## src/rtl/wb_pkg.sv

```systemverilog
// rtl/wb_pkg.sv - shared constants, types and helpers for the write-back stage
//
// Purpose: RV64I opcode constants, load func3 codes, NOP write-port values,
//          FSM state enum and a 32->64 sign-extension helper.
// Ports:   none (package).
package wb_pkg;

  localparam int XLEN = 64;

  // Opcodes the write-back stage distinguishes
  localparam logic [6:0] OPC_LOAD    = 7'b0000011;
  localparam logic [6:0] OPC_STORE   = 7'b0100011;
  localparam logic [6:0] OPC_BRANCH  = 7'b1100011;
  localparam logic [6:0] OPC_JAL     = 7'b1101111;
  localparam logic [6:0] OPC_JALR    = 7'b1100111;
  localparam logic [6:0] OPC_OP32    = 7'b0111011;
  localparam logic [6:0] OPC_OPIMM32 = 7'b0011011;
  localparam logic [6:0] OPC_NOP     = 7'b0010011;

  // Load func3 codes
  localparam logic [2:0] F3_LB  = 3'b000;
  localparam logic [2:0] F3_LH  = 3'b001;
  localparam logic [2:0] F3_LW  = 3'b010;
  localparam logic [2:0] F3_LD  = 3'b011;
  localparam logic [2:0] F3_LBU = 3'b100;
  localparam logic [2:0] F3_LHU = 3'b101;
  localparam logic [2:0] F3_LWU = 3'b110;
  localparam logic [2:0] F3_ILL = 3'b111;

  // Register-file write port value when no write happens (addi x0,x0,0)
  localparam logic [XLEN-1:0] NOP_WDATA   = '0;
  localparam logic [4:0]      NOP_WRD     = 5'd0;
  localparam logic [6:0]      NOP_WOPCODE = OPC_NOP;

  typedef enum logic [0:0] {
    ST_IDLE      = 1'b0,
    ST_LOAD_WAIT = 1'b1
  } wb_state_e;

  function automatic logic [XLEN-1:0] sext32(input logic [XLEN-1:0] x);
    return {{32{x[31]}}, x[31:0]};
  endfunction

endpackage

```

## src/rtl/wb_unit_if.sv

```systemverilog
// rtl/wb_unit_if.sv - handshake, memory and register-file write bundle
//
// Purpose: groups every non-clock/reset signal of the write-back stage.
// Modports:
//   master - upstream pipeline / memory / testbench side
//   slave  - wb_unit side
// Signals: flush, in_valid/in_ready, in_opcode/in_func3/in_rd,
//          in_alu_result, in_pc_plus4, dmem_req/dmem_addr,
//          dmem_rvalid/dmem_rdata, wdata/wrd/wopcode, load_misalign.
interface wb_unit_if;
  import wb_pkg::*;

  logic            flush;
  logic            in_valid;
  logic            in_ready;
  logic [6:0]      in_opcode;
  logic [2:0]      in_func3;
  logic [4:0]      in_rd;
  logic [XLEN-1:0] in_alu_result;
  logic [XLEN-1:0] in_pc_plus4;
  logic            dmem_req;
  logic [XLEN-1:0] dmem_addr;
  logic            dmem_rvalid;
  logic [XLEN-1:0] dmem_rdata;
  logic [XLEN-1:0] wdata;
  logic [4:0]      wrd;
  logic [6:0]      wopcode;
  logic            load_misalign;

  modport master (
    output flush, in_valid, in_opcode, in_func3, in_rd, in_alu_result,
           in_pc_plus4, dmem_rvalid, dmem_rdata,
    input  in_ready, dmem_req, dmem_addr, wdata, wrd, wopcode, load_misalign
  );

  modport slave (
    input  flush, in_valid, in_opcode, in_func3, in_rd, in_alu_result,
           in_pc_plus4, dmem_rvalid, dmem_rdata,
    output in_ready, dmem_req, dmem_addr, wdata, wrd, wopcode, load_misalign
  );

endinterface

```

## src/rtl/wb_load_align.sv

```systemverilog
// rtl/wb_load_align.sv - combinational load data extraction and extension
//
// Purpose: picks the addressed lane out of a doubleword read and extends it
//          according to the load func3; flags misaligned or illegal loads.
// Ports:
//   i_rdata    - doubleword returned by data memory
//   i_func3    - load func3
//   i_off      - byte offset (address bits [2:0])
//   o_data     - extracted, extended value
//   o_misalign - access crosses its natural alignment or func3 is illegal
module wb_load_align
  import wb_pkg::*;
(
  input  logic [XLEN-1:0] i_rdata,
  input  logic [2:0]      i_func3,
  input  logic [2:0]      i_off,
  output logic [XLEN-1:0] o_data,
  output logic            o_misalign
);

  logic [XLEN-1:0] w_lane;

  // Little-endian: the addressed byte moves to bit 0
  assign w_lane = i_rdata >> {i_off, 3'b000};

  always_comb begin
    o_data = '0;
    case (i_func3)
      F3_LB:   o_data = {{56{w_lane[7]}},  w_lane[7:0]};
      F3_LH:   o_data = {{48{w_lane[15]}}, w_lane[15:0]};
      F3_LW:   o_data = {{32{w_lane[31]}}, w_lane[31:0]};
      F3_LD:   o_data = w_lane;
      F3_LBU:  o_data = {56'd0, w_lane[7:0]};
      F3_LHU:  o_data = {48'd0, w_lane[15:0]};
      F3_LWU:  o_data = {32'd0, w_lane[31:0]};
      default: o_data = '0;
    endcase
  end

  always_comb begin
    o_misalign = 1'b0;
    case (i_func3)
      F3_LH, F3_LHU: o_misalign = i_off[0];
      F3_LW, F3_LWU: o_misalign = (i_off[1:0] != 2'b00);
      F3_LD:         o_misalign = (i_off != 3'b000);
      F3_ILL:        o_misalign = 1'b1;
      default:       o_misalign = 1'b0;
    endcase
  end

endmodule

```

## src/rtl/wb_unit.sv

```systemverilog
// rtl/wb_unit.sv - RV64I write-back stage driving the register-file write port
//
// Purpose: accepts one retiring instruction per handshake, reads data memory
//          for loads, selects the write-back value and emits a registered
//          one-cycle register-file write.
// Ports:
//   clk  - clock, rising edge
//   rst  - asynchronous active-low reset
//   bus  - wb_unit_if.slave: instruction handshake, data-memory read
//          request/response, register-file write port, load_misalign pulse
module wb_unit
  import wb_pkg::*;
(
  input  logic      clk,
  input  logic      rst,
  wb_unit_if.slave  bus
);

  localparam logic [0:0] S_IDLE      = ST_IDLE;
  localparam logic [0:0] S_LOAD_WAIT = ST_LOAD_WAIT;

  logic [0:0]      r_state;
  logic [2:0]      r_func3;
  logic [4:0]      r_rd;
  logic [2:0]      r_off;
  logic            r_dmem_req;
  logic [XLEN-1:0] r_dmem_addr;
  logic [XLEN-1:0] r_wdata;
  logic [4:0]      r_wrd;
  logic [6:0]      r_wopcode;
  logic            r_load_misalign;

  logic            w_idle;
  logic            w_accept;
  logic            w_is_load;
  logic            w_no_rd;
  logic [XLEN-1:0] w_wb_value;
  logic [XLEN-1:0] w_ld_data;
  logic            w_ld_misalign;

  assign w_idle    = (r_state == S_IDLE);
  assign w_accept  = bus.in_valid & w_idle & ~bus.flush;
  assign w_is_load = (bus.in_opcode == OPC_LOAD);
  // Stores and branches have no destination; zeroing rd keeps decode-stage
  // forwarding from matching a live register.
  assign w_no_rd   = (bus.in_opcode == OPC_STORE) | (bus.in_opcode == OPC_BRANCH);

  always_comb begin
    w_wb_value = bus.in_alu_result;
    case (bus.in_opcode)
      OPC_JAL, OPC_JALR:    w_wb_value = bus.in_pc_plus4;
      OPC_OP32, OPC_OPIMM32: w_wb_value = sext32(bus.in_alu_result);
      default:              w_wb_value = bus.in_alu_result;
    endcase
  end

  wb_load_align u_align (
    .i_rdata    (bus.dmem_rdata),
    .i_func3    (r_func3),
    .i_off      (r_off),
    .o_data     (w_ld_data),
    .o_misalign (w_ld_misalign)
  );

  always_ff @(posedge clk or negedge rst) begin
    if (!rst) begin
      r_state         <= S_IDLE;
      r_func3         <= 3'd0;
      r_rd            <= 5'd0;
      r_off           <= 3'd0;
      r_dmem_req      <= 1'b0;
      r_dmem_addr     <= '0;
      r_wdata         <= NOP_WDATA;
      r_wrd           <= NOP_WRD;
      r_wopcode       <= NOP_WOPCODE;
      r_load_misalign <= 1'b0;
    end else begin
      // Write port is a one-cycle pulse: NOP unless a write fires this edge
      r_wdata         <= NOP_WDATA;
      r_wrd           <= NOP_WRD;
      r_wopcode       <= NOP_WOPCODE;
      r_load_misalign <= 1'b0;

      case (r_state)
        S_IDLE: begin
          if (w_accept) begin
            if (w_is_load) begin
              r_func3     <= bus.in_func3;
              r_rd        <= bus.in_rd;
              r_off       <= bus.in_alu_result[2:0];
              r_dmem_req  <= 1'b1;
              r_dmem_addr <= {bus.in_alu_result[XLEN-1:3], 3'b000};
              r_state     <= S_LOAD_WAIT;
            end else begin
              r_wdata   <= w_wb_value;
              r_wrd     <= w_no_rd ? 5'd0 : bus.in_rd;
              r_wopcode <= bus.in_opcode;
            end
          end
        end

        S_LOAD_WAIT: begin
          // The pending load is older than anything offered, so flush
          // never cancels it.
          if (bus.dmem_rvalid) begin
            r_dmem_req <= 1'b0;
            r_state    <= S_IDLE;
            if (w_ld_misalign) begin
              r_load_misalign <= 1'b1;
            end else begin
              r_wdata   <= w_ld_data;
              r_wrd     <= r_rd;
              r_wopcode <= OPC_LOAD;
            end
          end
        end

        default: r_state <= S_IDLE;
      endcase
    end
  end

  assign bus.in_ready      = w_idle;
  assign bus.dmem_req      = r_dmem_req;
  assign bus.dmem_addr     = r_dmem_addr;
  assign bus.wdata         = r_wdata;
  assign bus.wrd           = r_wrd;
  assign bus.wopcode       = r_wopcode;
  assign bus.load_misalign = r_load_misalign;

endmodule

```

## src/flat_wrapper.sv

```systemverilog
// flat-port wrapper written by rule: the top's interface ports become plain ports
module wb_unit_flat import wb_pkg::*;
  (clk, rst, bus_flush, bus_in_valid, bus_in_opcode, bus_in_func3, bus_in_rd, bus_in_alu_result, bus_in_pc_plus4, bus_dmem_rvalid, bus_dmem_rdata, bus_in_ready, bus_dmem_req, bus_dmem_addr, bus_wdata, bus_wrd, bus_wopcode, bus_load_misalign);
  wb_unit_if bus_i ();
  input  logic clk;
  input  logic rst;
  input wire logic [$bits(bus_i.flush)-1:0] bus_flush;
  input wire logic [$bits(bus_i.in_valid)-1:0] bus_in_valid;
  input wire logic [$bits(bus_i.in_opcode)-1:0] bus_in_opcode;
  input wire logic [$bits(bus_i.in_func3)-1:0] bus_in_func3;
  input wire logic [$bits(bus_i.in_rd)-1:0] bus_in_rd;
  input wire logic [$bits(bus_i.in_alu_result)-1:0] bus_in_alu_result;
  input wire logic [$bits(bus_i.in_pc_plus4)-1:0] bus_in_pc_plus4;
  input wire logic [$bits(bus_i.dmem_rvalid)-1:0] bus_dmem_rvalid;
  input wire logic [$bits(bus_i.dmem_rdata)-1:0] bus_dmem_rdata;
  output wire logic [$bits(bus_i.in_ready)-1:0] bus_in_ready;
  output wire logic [$bits(bus_i.dmem_req)-1:0] bus_dmem_req;
  output wire logic [$bits(bus_i.dmem_addr)-1:0] bus_dmem_addr;
  output wire logic [$bits(bus_i.wdata)-1:0] bus_wdata;
  output wire logic [$bits(bus_i.wrd)-1:0] bus_wrd;
  output wire logic [$bits(bus_i.wopcode)-1:0] bus_wopcode;
  output wire logic [$bits(bus_i.load_misalign)-1:0] bus_load_misalign;
  assign bus_i.flush = bus_flush;
  assign bus_i.in_valid = bus_in_valid;
  assign bus_i.in_opcode = bus_in_opcode;
  assign bus_i.in_func3 = bus_in_func3;
  assign bus_i.in_rd = bus_in_rd;
  assign bus_i.in_alu_result = bus_in_alu_result;
  assign bus_i.in_pc_plus4 = bus_in_pc_plus4;
  assign bus_i.dmem_rvalid = bus_dmem_rvalid;
  assign bus_i.dmem_rdata = bus_dmem_rdata;
  assign bus_in_ready = bus_i.in_ready;
  assign bus_dmem_req = bus_i.dmem_req;
  assign bus_dmem_addr = bus_i.dmem_addr;
  assign bus_wdata = bus_i.wdata;
  assign bus_wrd = bus_i.wrd;
  assign bus_wopcode = bus_i.wopcode;
  assign bus_load_misalign = bus_i.load_misalign;
  wb_unit u_core (.clk(clk), .rst(rst), .bus(bus_i));
endmodule
```

## config.mk

```make
export PLATFORM = sky130hd
export DESIGN_NAME = wb_unit_flat
export DESIGN_NICKNAME = d
export VERILOG_FILES = /design/src/rtl/wb_pkg.sv /design/src/rtl/wb_unit_if.sv /design/src/rtl/wb_load_align.sv /design/src/rtl/wb_unit.sv /design/src/flat_wrapper.sv
export SDC_FILE = /design/constraint.sdc
export NUM_CORES = 1
export LEC_CHECK = 0
export ABC_AREA = 1
export CAP_MARGIN = 10
export CORE_MARGIN = 2
export CORE_UTILIZATION = 45
export CTS_CLUSTER_SIZE = 14
export DETAILED_ROUTE_END_ITERATION = 16
export PLACE_DENSITY = 0.9
export SLEW_MARGIN = 20
export SYNTH_ARGS = -nofsm -noshare
export SYNTH_HDL_FRONTEND = slang
export SYNTH_SLANG_ARGS = --single-unit
```

## constraint.sdc

```tcl
create_clock -name clk -period 3.95 [get_ports clk]
set_clock_uncertainty 0.1 [all_clocks]
set_input_delay 0.9875 -clock clk [delete_from_list [all_inputs] [get_ports clk]]
set_output_delay 0.9875 -clock clk [all_outputs]
set_load 0.005 [all_outputs]
```

; ---- Word-level counts from Yosys, hierarchy flattened
; Index checks and enable logic that the tools add are counted.
[totals]
register_bits = 151
out_inout_bits = 143
word_cells = 72
[op_classes]
eq_ne = 17
shifts = 1
n_mux = 30
bitwise = 5
reduce_logical = 9
[op_table]
columns = op, n
row1 = case mux 64 bit (7 select lines), 1
row2 = two-way mux 64 bit, 4
row3 = case mux 64 bit (2 select lines), 2
row4 = right shift 64 x 6 -> 64 bit, 1
row5 = two-way mux 5 bit, 6
row6 = "equality test 7 bit, second input constant", 3
row7 = two-way mux 7 bit, 3
row8 = "equality test 7 x 6 -> 1 bit, second input constant", 2
row9 = case mux 7 bit (2 select lines), 1
row10 = "equality test 3 bit, second input constant", 4
row11 = case mux 5 bit (2 select lines), 1
row12 = two-way mux 1 bit, 9
row13 = OR reduction 2 bit, 4
row14 = "equality test 7 x 2 -> 1 bit, second input constant", 1
row15 = "equality test 7 x 5 -> 1 bit, second input constant", 1
row16 = "equality test 3 x 2 -> 1 bit, second input constant", 2
row17 = "!= test 2 bit, second input constant", 3
row18 = AND reduction 3 bit, 2
row19 = case mux 1 bit (2 select lines), 2
row20 = case mux 1 bit (4 select lines), 1
row21 = "equality test 3 x 1 -> 1 bit, second input constant", 1
row22 = zero test 3 bit, 1
row23 = nonzero test 3 bit, 1
row24 = AND 1 bit, 2
row25 = other kinds (3), 4

; ---- Longest topological paths before layout
[depth]
ltp_word = 6
depth_mapped = 14
mapped_depth_nobuf = 11

; ---- Modules after synthesis
; From an unflattened synthesis, not the netlist that was laid out.
[hier_totals]
cells_unflattened = 1444
area_unflattened_um2 = 9629.2
[by_module_without_submodules]
columns = module, instances, cells_per_inst, area_each_um2, seq_area_each_um2
row1 = wb_unit, 1, 940, 7073.0, 3782.4
row2 = wb_load_align, 1, 504, 2556.2, 0.0

; ---- Least setup slack after synthesis
; Ideal clock, no wire load.
[synth_timing]
path_type = input to register
startpoint = in bus_in_opcode[0]
endpoint = reg u_core.r_dmem_addr[31], in the netlist u_core.bus.dmem_addr[31]
arrival_ps = 1998
t_required_ps = 3722
slack_ps = 1724
path_stages = 7
path_buffers = 1
cell_sequence = nand2_1 -> nor2_2 -> inv_2 -> nor3_2 -> nand2_2 -> buf_2 -> mux2_1
[synth_between]
elab_chain_len = 2
[synth_lines]
columns = item, line
row1 = start: declaration, flat_wrapper.sv:9  ; input wire logic [$bits(bus_i.in_opcode)-1:0] bus_in_opcode;
row2 = equality test 7 x 2 -> 1 bit, wb_unit.sv:43  ; assign w_is_load = (bus.in_opcode == OPC_LOAD);
row3 = AND reduction 3 bit (no source line), -
row4 = end signal: assignment, wb_unit.sv:92  ; r_dmem_addr <= {bus.in_alu_result[XLEN-1:3], 3'b000};
row5 = end: declaration, wb_unit.sv:27  ; logic [XLEN-1:0] r_dmem_addr;
; Every way passes these cells.
; A chain may end at the register's enable or synchronous reset.

; ---- Final worst setup path
[layout_timing]
startpoint = reg u_core.r_off[2]
endpoint = reg u_core.r_wdata[27], in the netlist u_core.bus.wdata[27]
[layout_between]
elab_chain_len = 5
word_cells_on_any_way = 7
cone_classes = shift: 1 / mux: 5 / reduce/logical: 1
[layout_lines]
columns = item, line
row1 = start: declaration, wb_unit.sv:25  ; logic [2:0] r_off;
row2 = start signal: assignment, wb_unit.sv:90  ; r_off <= bus.in_alu_result[2:0];
row3 = right shift 64 x 6 -> 64 bit or nonzero test 3 bit (tied branches), "wb_load_align.sv:24, wb_load_align.sv:45"
row4 = case mux 64 bit (7 select lines) or case mux 1 bit (4 select lines) (tied branches), "wb_load_align.sv:28, wb_load_align.sv:42"
row5 = two-way mux 64 bit (*), wb_unit.sv:108  ; if (w_ld_misalign) begin
row6 = two-way mux 64 bit (*), wb_unit.sv:105  ; if (bus.dmem_rvalid) begin
row7 = case mux 64 bit (2 select lines) (*), wb_unit.sv:84  ; case (r_state)
row8 = end signal: assignment, wb_unit.sv:95  ; r_wdata <= w_wb_value;
row9 = end signal: assignment, wb_unit.sv:111  ; r_wdata <= w_ld_data;
row10 = end: declaration, wb_unit.sv:28  ; logic [XLEN-1:0] r_wdata;
; Mark *: on every way between the ends. The rest lies on a longest branch, timed or not.

==> impl_metrics.yaml <==
synthesis:
  unique_masters_post_synth: 38
  post_synth_inst_count: 1275
  sequential_fraction_of_the_synthesis_area_pct: 42.76
  synth.cell_area_mm2: 0.008846
  ys_seq_elements: 151
  mean_post_synth_cell_area_um2: 6.938
  synth.yosys.warnings: 0
timing:
  setup_viol: 0
  final.hold.worst_slack_ns: 0.3856
  post-route-period-util_pct: 73.67
  timing.final.crit_period_ns: 2.910
  worst-slew-pin-transition_ns: 0.7732
  final_hold_vios: 0
  fmaxAchievable_ghz: 0.3436
  unrepaired_setup_endpoints_after_global_routing: "false"
  timing_max_transition_violations_final: 0
  fin_setup_tns_ns: 0
  max_slew_margin_pct: 48.45
floorplanning:
  initial_utilization_pct: 45.60
  die_h_um: 144.2
  dieArea_mm2: 0.02080
  fp-row-count: 51
  design.portCount: 355
  floorplan.core_area_mm2: 0.01940
  die-width_um: 144.2
critical_path:
  worst-endpoint-arrival_ns: 3.11
  crit_fanout: 41
  worstReg2RegEnd: "u_core.bus.wdata[27]"
  endpoint_kind: "register"
  critical_path_type: "reg -> reg"
  reg2reg_depth: 9
  cp.required_ns: 4.15
  setup.reg_to_reg.worst_slack_ns: 1.04
  critical_path.reg2reg.startpoint: "u_core.r_off[2]"
  critPathLaunchType: "register"
placement:
  buffer_ports.inserted: 351
  gp_congestion: 0.9457
  dp_hpwl_mm: 25.40
  dpl_cell_area_mm2: 0.01239
global_route:
  global_route.usage.met1_pct: 39.17
  globalRoute.busiestLayer: "met2"
  first_global_vias: 9652
  wire_length_of_the_first_global_routing_pass_mm: 50.95
  gr-usage-met3_pct: 6.457
  grt_util_overall_pct: 32.12
  grtUsageMet2_pct: 54.94
  antenna_violations_before_repair: 0
  globalRouteOverflowTotal: 0
  largest_net_degree_at_the_start_of_global_routing: 105
routing:
  vias: 9979
  totalWireLength_mm: 33.86
  drt_first_pass_iters: 7
  post_dr_wirelength_cell_um: 18.34
  detail_route.vias_per_cell: 5.406
  remaining_drc_errors: 0
  antenna_violating_nets_post_route: 0
  first_iter_violations: 1097
cts:
  worstSkewPairLatency_ns: 0.43
  clock_tree.buffer_depth: 2
  clk_pin_slew_ns: 0.07
  number_of_levels_in_the_clock_h_tree: 4
  numCtsBuffers: 17
  cts_tree: "done"
  cts-root-buf: "clkbuf_16"
  cts.repair_timing.setup_buffer_count: 0
  post_cts_resized: 0
  cts_hold_buf: 0
  clock-sinks: 151
layout:
  finalInstanceArea_mm2: 0.01303
  layout.filler_cells: 1634
  syn_to_final_growth_pct: 47.26
  most_common_cell_after_layout_fill_and_taps_aside: "nand2_1"
  antenna_cells_inserted: 0
  finalNetCount: 1780
  most-common-layout-cells: "nand2_1 (538), clkdlybuf4s50_1 (350), dfrtp_1 (147)"
  drive_above_1_share_pct: 4.934
power_and_ir_drop:
  power.leakage_uw: 0.006285
  power-per-cell-area_mw_per_mm2: 325.0
  irDropWorstVdd_uv: 296.2
  fin_total_pwr_uw: 4233
status:
  status: "completed"
run:
  maxCapViolations: 0
worst_hold_path:
  hp-class: "in -> async"
## how the worst max path moves through the flow
stage                             startpoint                        to  slack, ns  cells past startpoint
after floorplan             bus_in_opcode[0]  u_core.bus.dmem_addr[31]       1.72                      7
after global placement    bus_dmem_rdata[63]      u_core.bus.wdata[26]       0.74                      9
after detailed placement  bus_dmem_rdata[63]      u_core.bus.wdata[15]       0.67                     11
after CTS                 bus_dmem_rdata[63]      u_core.bus.wdata[27]       1.09                     11
after global routing         u_core.r_off[2]      u_core.bus.wdata[27]       0.82                      9
final                        u_core.r_off[2]      u_core.bus.wdata[27]       1.04                      9
## synth_stat cells, drive strengths merged
| cell | number | area [um^2] |
|---|---|---|
| nand2 | 541 | 2043 |
| o21ai | 162 | 810.8 |
| dfrtp | 148 | 3704 |
| inv | 99 | 371.6 |
| nand3 | 71 | 377.9 |
| buf | 65 | 362.9 |
| o211ai | 45 | 337.8 |
| nand4 | 34 | 212.7 |
| clkbuf | 30 | 112.6 |
| nor2 | 26 | 115.1 |
| a21oi | 19 | 95.09 |
| or2 | 10 | 62.56 |
| nor3 | 5 | 35.03 |
| a22oi | 3 | 22.52 |
| and2 | 3 | 18.77 |
| dfstp | 3 | 78.83 |
| a22o | 2 | 17.52 |
| a31oi | 2 | 12.51 |
| conb | 1 | 3.750 |
| mux2 | 1 | 11.26 |
| mux2i | 1 | 10.01 |
| nand3b | 1 | 7.510 |
| o21a | 1 | 7.510 |
| o21bai | 1 | 7.510 |
| o31ai | 1 | 7.510 |
## per-stage QoR
stage,utilization (%),worst slack (ns),cells
final,67.15,1.040,1846
after global routing,67.15,0.8180,1846
after CTS,67.15,1.088,1846
after detailed placement,63.87,0.6715,1814
after global placement,63.87,0.7377,1814
after floorplan,-,1.724,1277
## cells by family (layout without fill, tap and decap cells)
group | after synthesis | after routing | share of synthesized area [%]
other | 1 | 3 | 0.04239
buffers and inverters | 194 | 498 | 9.576
multiplexers | 2 | 2 | 0.2404
AO/OA/AOI/OAI | 236 | 236 | 14.91
flip-flops | 151 | 151 | 42.76
AND/OR/NAND/NOR | 691 | 691 | 32.48
## area by class of cell
class	instances	area, um^2	share of cell area [%]
multi-input cells	932	4244	32.58
flip-flops and latches	151	3784	29.05
repair buffers	367	3660	28.10
clock buffers	18	429.2	3.295
inverters	99	371.6	2.853
well taps	265	331.6	2.545
clock inverters	14	206.4	1.585
## flip-flops by register name (all words and copies together), names as in the netlist
signal                    count
u_core.r_state                1
u_core.bus.wdata             64
u_core.r_rd                   5
u_core.bus.wopcode            7
u_core.r_off                  3
u_core.bus.load_misalign      1
u_core.bus.dmem_req           1
u_core.r_func3                3
u_core.bus.dmem_addr         61
u_core.bus.wrd                5
## power by group
group          internal (uW)  switching, uW  leakage [uW]
sequential              1610           35.5       0.00204
combinational            409            386       0.00394
clock                   1030            759      0.000312
## per-layer routing
layer  vias to the layer above  share of wire, %
met5                         -                 0
met4                         0               4.7
li1                       4700                 -
met1                      4625                38
met3                       120               8.0
met2                       534                49
## worst max-delay path, stage by stage, from the launching register on
cell,delay (ns)
dfrtp_1,0.72
inv_2,0.42
nand3_1,0.23
nand2_1,0.12
nand2_2,0.58
nand2_4,0.14
inv_2,0.20
nand2_1,0.08
nand2_1,0.09
nand2_1,0.08
No activity file was read; power rests on OpenSTA's default activity.
